==> config.mk <==
export PLATFORM = sky130hd
export DESIGN_NAME = fetch_unit
export DESIGN_NICKNAME = d
export VERILOG_FILES = /design/src/rtl/pipeline_pkg.sv /design/src/rtl/fetch_queue.sv /design/src/rtl/fetch_unit.sv
export SDC_FILE = /design/constraint.sdc
export NUM_CORES = 1
export LEC_CHECK = 0
export ABC_AREA = 1
export BUFFER_PORTS_ARGS = -buffer_cell sky130_fd_sc_hd__buf_2
export CORE_ASPECT_RATIO = 1.1
export CORE_MARGIN = 4
export CORE_UTILIZATION = 59
export DETAILED_ROUTE_END_ITERATION = 10
export PLACE_DENSITY = 0.83
export SETUP_SLACK_MARGIN = 0.5
export SYNTH_ARGS = -nofsm -noshare
export SYNTH_HDL_FRONTEND = slang
export SYNTH_SLANG_ARGS = --single-unit
==> constraint.sdc <==
create_clock -name clk -period 12.4 [get_ports clk]
set_input_delay 1.86 -clock clk [delete_from_list [all_inputs] [get_ports clk]]
set_output_delay 1.86 -clock clk [all_outputs]
set_load 0.01 [all_outputs]
==> src/rtl/pipeline_pkg.sv <==
// Shared pipeline definitions: default widths, reset PC and the fetch entry
// layout that later decode stages also consume.
package pipeline_pkg;

    localparam int unsigned DEFAULT_DATA_W   = 32;
    localparam int unsigned DEFAULT_ADDR_W   = 32;
    localparam int unsigned DEFAULT_RESET_PC = 0;

    // One fetched instruction together with the PC it was fetched from.
    typedef struct packed {
        logic [DEFAULT_ADDR_W-1:0] pc;
        logic [DEFAULT_DATA_W-1:0] instr;
    } fetch_entry_t;

endpackage

==> src/rtl/fetch_queue.sv <==
// Prefetch queue: synchronous registered FIFO of fetch entries.
// Ports:
//   clk, rst    clock, asynchronous active-high reset
//   push, wdata write one entry (caller guarantees a free slot)
//   pop         remove the head entry (ignored when empty)
//   clear       discard all entries, takes priority over push/pop
//   head        current head entry (stale when count == 0)
//   count       number of valid entries, 0..DEPTH
module fetch_queue
    import pipeline_pkg::*;
#(
    parameter int unsigned DEPTH   = 4,
    parameter type         entry_t = fetch_entry_t,
    localparam int unsigned PTR_W  = $clog2(DEPTH),
    localparam int unsigned CNT_W  = $clog2(DEPTH + 1)
) (
    input  logic             clk,
    input  logic             rst,
    input  logic             push,
    input  logic             pop,
    input  logic             clear,
    input  entry_t           wdata,
    output entry_t           head,
    output logic [CNT_W-1:0] count
);

    entry_t           mem [DEPTH];
    logic [PTR_W-1:0] wr_ptr;
    logic [PTR_W-1:0] rd_ptr;
    logic             do_pop;

    // Pointer increment that also works for non-power-of-two depths.
    function automatic logic [PTR_W-1:0] next_ptr(input logic [PTR_W-1:0] p);
        return (p == PTR_W'(DEPTH - 1)) ? '0 : p + PTR_W'(1);
    endfunction

    assign do_pop = pop && (count != '0);
    assign head   = mem[rd_ptr];

    // Storage, pointers and occupancy.
    always_ff @(posedge clk or posedge rst) begin
        if (rst) begin
            wr_ptr <= '0;
            rd_ptr <= '0;
            count  <= '0;
            for (int i = 0; i < int'(DEPTH); i++) begin
                mem[i] <= '0;
            end
        end else if (clear) begin
            wr_ptr <= '0;
            rd_ptr <= '0;
            count  <= '0;
        end else begin
            if (push) begin
                mem[wr_ptr] <= wdata;
                wr_ptr      <= next_ptr(wr_ptr);
            end
            if (do_pop) begin
                rd_ptr <= next_ptr(rd_ptr);
            end
            if (push && !do_pop) begin
                count <= count + CNT_W'(1);
            end else if (!push && do_pop) begin
                count <= count - CNT_W'(1);
            end
        end
    end

    // Credit-based issue means a push never finds the queue full, even
    // when a pop happens in the same cycle.
    assert property (@(posedge clk) disable iff (rst)
                     (push && !clear) |-> (count < CNT_W'(DEPTH)))
        else $error("fetch_queue: push while full");

endmodule

==> src/rtl/fetch_unit.sv <==
// Instruction-fetch front end: owns the PC, issues pipelined requests to a
// one-cycle-latency instruction memory, buffers responses with their PCs and
// hands them to decode through a valid/ready handshake. A redirect flushes
// the queue, drops the in-flight response and restarts at redirect_pc.
// Ports:
//   clk, rst                        clock, asynchronous active-high reset
//   imem_req, imem_addr             request strobe and address (fetch PC)
//   imem_valid, imem_rdata          response strobe/word, one cycle later
//   instr_valid, instr, instr_pc    queue head towards decode
//   instr_ready                     decode accepts head
//   redirect, redirect_pc           taken branch/jump and its target
module fetch_unit
    import pipeline_pkg::*;
#(
    parameter int unsigned       DATA_W   = DEFAULT_DATA_W,
    parameter int unsigned       ADDR_W   = DEFAULT_ADDR_W,
    parameter int unsigned       DEPTH    = 4,
    parameter logic [ADDR_W-1:0] RESET_PC = ADDR_W'(DEFAULT_RESET_PC)
) (
    input  logic              clk,
    input  logic              rst,
    output logic              imem_req,
    output logic [ADDR_W-1:0] imem_addr,
    input  logic              imem_valid,
    input  logic [DATA_W-1:0] imem_rdata,
    output logic              instr_valid,
    output logic [DATA_W-1:0] instr,
    output logic [ADDR_W-1:0] instr_pc,
    input  logic              instr_ready,
    input  logic              redirect,
    input  logic [ADDR_W-1:0] redirect_pc
);

    localparam int unsigned CNT_W = $clog2(DEPTH + 1);
    localparam int unsigned STEP  = DATA_W / 8;

    typedef struct packed {
        logic [ADDR_W-1:0] pc;
        logic [DATA_W-1:0] instr;
    } entry_t;

    logic [ADDR_W-1:0] fetch_pc;
    logic [ADDR_W-1:0] req_pc;
    logic              inflight;
    logic [CNT_W-1:0]  count;
    logic              issue;
    logic              push;
    logic              pop;
    entry_t            wdata;
    entry_t            head;

    // Credit check ignores a same-cycle pop so the response always has a slot.
    assign issue = !rst && !redirect && ((32'(count) + 32'(inflight)) < DEPTH);
    assign push  = imem_valid && inflight && !redirect;
    assign pop   = instr_valid && instr_ready && !redirect;
    assign wdata = '{pc: req_pc, instr: imem_rdata};

    assign imem_req    = issue;
    assign imem_addr   = fetch_pc;
    assign instr_valid = (count != '0);
    assign instr       = head.instr;
    assign instr_pc    = head.pc;

    // PC and in-flight request tracking; redirect overrides everything.
    always_ff @(posedge clk or posedge rst) begin
        if (rst) begin
            fetch_pc <= RESET_PC;
            req_pc   <= '0;
            inflight <= 1'b0;
        end else if (redirect) begin
            fetch_pc <= redirect_pc;
            inflight <= 1'b0;
        end else begin
            inflight <= issue;
            if (issue) begin
                fetch_pc <= fetch_pc + ADDR_W'(STEP);
                req_pc   <= fetch_pc;
            end
        end
    end

    fetch_queue #(
        .DEPTH   (DEPTH),
        .entry_t (entry_t)
    ) u_queue (
        .clk   (clk),
        .rst   (rst),
        .push  (push),
        .pop   (pop),
        .clear (redirect),
        .wdata (wdata),
        .head  (head),
        .count (count)
    );

endmodule
==> key figures <==
Clock network
  – Worst-skew pair later-pin latency: roughly 500 ps
  – Clock transition at path regs: 60 ps
  – CTS Buf Count: 35
  – Setup Buffers After CTS: 0
  – Clock Sinks: roughly 330
  – Htree depth: 2
  – CTS tree: built
  – Root Buffer: clkbuf_16
  – CTS Buffer Depth: 3
  – Post-CTS Hold Buffers: 0
  – PostCTS Resize Cnt: 0

Finish
  – Antenna cells: 0
  – Most common cell after layout, fill and taps aside: nand2_1
  – Area grow syn2layout: 12.60%
  – Most frequent cells in the layout: 357 x nand2_1, 326 x dfrtp_1, 257 x o21ai_1
  – Multi-input logic area: around 0.0055 sq mm
  – NumNets Final: 1894
  – Reg area: ~0.0082 sq mm
  – Filler cells: roughly 1.9k
  – Ratio of cells with drive above 1 in the final layout: about 14%

Yosys
  – Syn Std Cell Area: between 0.01 and 0.015 sq mm
  – Syn Inst Count: 1716
  – Syn nets: 1792
  – Synth area leader: dfrtp_1
  – #FFs+latches synth: around 330
  – Sequential fraction of the synthesis area: a little under three fifths
  – Average cell area after synthesis: around 8.6 sq um
  – Share of the synthesized area in the top cell type: a little under three fifths
  – Yosys warns: 0
  – Post-synthesis cell type count: 35
  – Synth area leaders: dfrtp_1 56%, nand2_1 9.1%, o21ai_1 8.7%

STA
  – Period minus WS final: between 5000 and 6000 ps
  – RSZ-0062 raised after global routing: no
  – Fin crit share: between 40% and 50%
  – Final WS setup: 7016 ps
  – Final hold vios: 0
  – Max-slew violations: 0
  – Worst rel slew slack: between 20% and 30%
  – Setup-failing EPs final: 0
  – Worst-margin pin slew: 1180 ps
  – Max Freq: about 0.19 GHz
  – Setup Skew: 14.19 ps
  – Final TNS setup: 0 ps

Setup path
  – Endpoint type of the worst setup path: primary output
  – Most Frequent Cell on Critical Path: buf_2
  – Critical Path RT: about 11000 ps
  – Worst r2r dst: u_queue.mem[202]
  – Critical path type: input port to primary output
  – Critical-path cell list: buf_2 -> inv_8 -> nand3_2 -> inv_1 -> buf_2
  – Worst reg2reg startpoint: u_queue.wr_ptr[0]
  – Worst EP arrival: around 3500 ps
  – Worst R2R Setup Slack: about 10000 ps
  – Startpoint types: input port
  – CP Buf/Inv Count: 4
  – FF-to-FF path depth: 6
  – Crit path largest cell delay: between 500 and 600 ps
  – Slowest-stage cell, CP: inv_8
  – Delay-heaviest family, CP: buffers and inverters
  – Crit Path Max Fanout: between 100 and 150

Routing
  – DR pass1 iterations: 5
  – Post-DRT Antenna Nets: 0
  – Post-DR vias/cell: 5.749
  – Routed WL: 35160 microns
  – Vias: roughly 12k
  – WL/cell: 16.33 microns
  – 1st-iter DRT viols: between 1k and 1.5k
  – DRC Markers: 0

Power
  – Power per cell area: 219.5 mW/mm^2
  – P_leak: slightly above 8 nW
  – Max VDD drop: 0.1144 mV

Floorplan
  – Core area: about 0.025 sq mm
  – Die width: around 160 microns
  – Die area: around 0.028 sq mm
  – Die Span Y: between 150 and 200 microns
  – I/O pins: 167
  – Initial Util: 60.17%
  – # rows: 60

Global routing
  – First-pass GRT wire length: between 50000 and 60000 microns
  – Vias in the first global route: around 12k
  – Largest net degree at the start of global routing: 129
  – GRT Resource Usage Total: ~25%
  – Total gr overflow: 0
  – Initial antenna violation count: 0

Place
  – HPWL Detailed: 20950 microns
  – GPL Wtd Cong: between 0.8 and 0.9
  – DP Worst Slack: between 6000 and 7000 ps
  – PortBufs: between 150 and 200

Hold path
  – Worst Hold Class: register to register
  – Hold Crit Start: u_queue.mem[134]
  – Hold Path End: u_queue.mem[134]
  – Hold Path Stages: 2

Run status
  – Outcome: finished, final reports clean

Run
  – MaxCap Viol Count: 0
## worst max path at each step
stage               startpoint  endpoint  depth (start not counted)
floorplan                  rst  imem_req                          4
global placement           rst  imem_req                          5
detailed placement         rst  imem_req                          5
CTS                        rst  imem_req                          5
global route               rst  imem_req                          5
finish                     rst  imem_req                          5
## stage by stage
stage	util [%]	hold slack, ps	cells	cell area, sq um	power, mW
2_1_floorplan	-	453.0	1716	14770	2.178
3_3_place_gp	62.92	466.0	2091	15450	2.566
3_5_place_dp	62.92	472.8	2091	15450	2.606
4_1_cts	67.76	486.9	2153	16630	3.678
5_1_grt	67.76	501.5	2153	16630	3.893
6_report	67.76	483.4	2153	16630	3.652
## power breakdown
part | leakage, nW | switching (mW) | internal [mW]
Clock | 0.574 | 0.410 | 0.646
Sequential | 4.33 | 0.150 | 1.29
Combinational | 3.19 | 0.752 | 0.408
Total | 8.10 | 1.31 | 2.34
## sequential cells by signal, indices dropped and copies added, names as in the netlist
signal	cells
imem_addr	32
inflight	1
req_pc	32
u_queue.count	3
u_queue.mem	256
u_queue.rd_ptr	2
u_queue.wr_ptr	2
## synth_stat cells
cell type,count
a21boi_0,1
a21oi_1,18
a21oi_2,1
a22oi_1,22
and2_0,1
buf_1,4
buf_2,40
buf_4,16
buf_6,19
clkbuf_1,35
dfrtp_1,328
fa_1,1
ha_1,6
inv_1,111
inv_2,1
inv_4,1
nand2_1,357
nand2_2,5
nand3_1,54
nand3_2,3
nand3b_1,2
nand3b_2,1
nand4_1,7
nor2_1,173
nor2_2,9
nor2_4,4
nor3_1,2
o211ai_1,6
o21ai_0,163
o21ai_1,257
o21bai_1,1
o221ai_1,1
o22ai_1,64
xnor2_1,1
xor2_1,1
## layer usage
metal	wire, microns	vias to the layer above	global-route usage (%)
met4	876	0	6.944
met3	2682	57	4.861
met5	0	-	0
li1	-	5935	-
met1	15200	5929	36.41
met2	16400	457	40.37
## worst min-delay path: stages, from the launching register on
cell     delay, ps
dfrtp_1        330
nand2_1         50
o21ai_1         60
## layout make-up
| type | instances | share of cell area, % |
|---|---|---|
| timing repair buffer | 179 | 5.581 |
| clock buffer | 51 | 6.243 |
| inverter | 113 | 2.618 |
| tap | 310 | 2.332 |
| clock inverter | 11 | 0.8951 |
| multi-input combinational | 1161 | 32.95 |
| sequential | 328 | 49.38 |
## cell families after synthesis
| logic type | share of synthesized area [%] |
|---|---|
| and+or+nand+nor | 16.98 |
| adders and majority gates | 0.6437 |
| xor gates and xnor gates | 0.1186 |
| DFF | 55.56 |
| AOI/OAI and AO/OA | 19.19 |
| buffers and inverters | 7.496 |
Note: power is estimated with default switching activity, not from simulation.
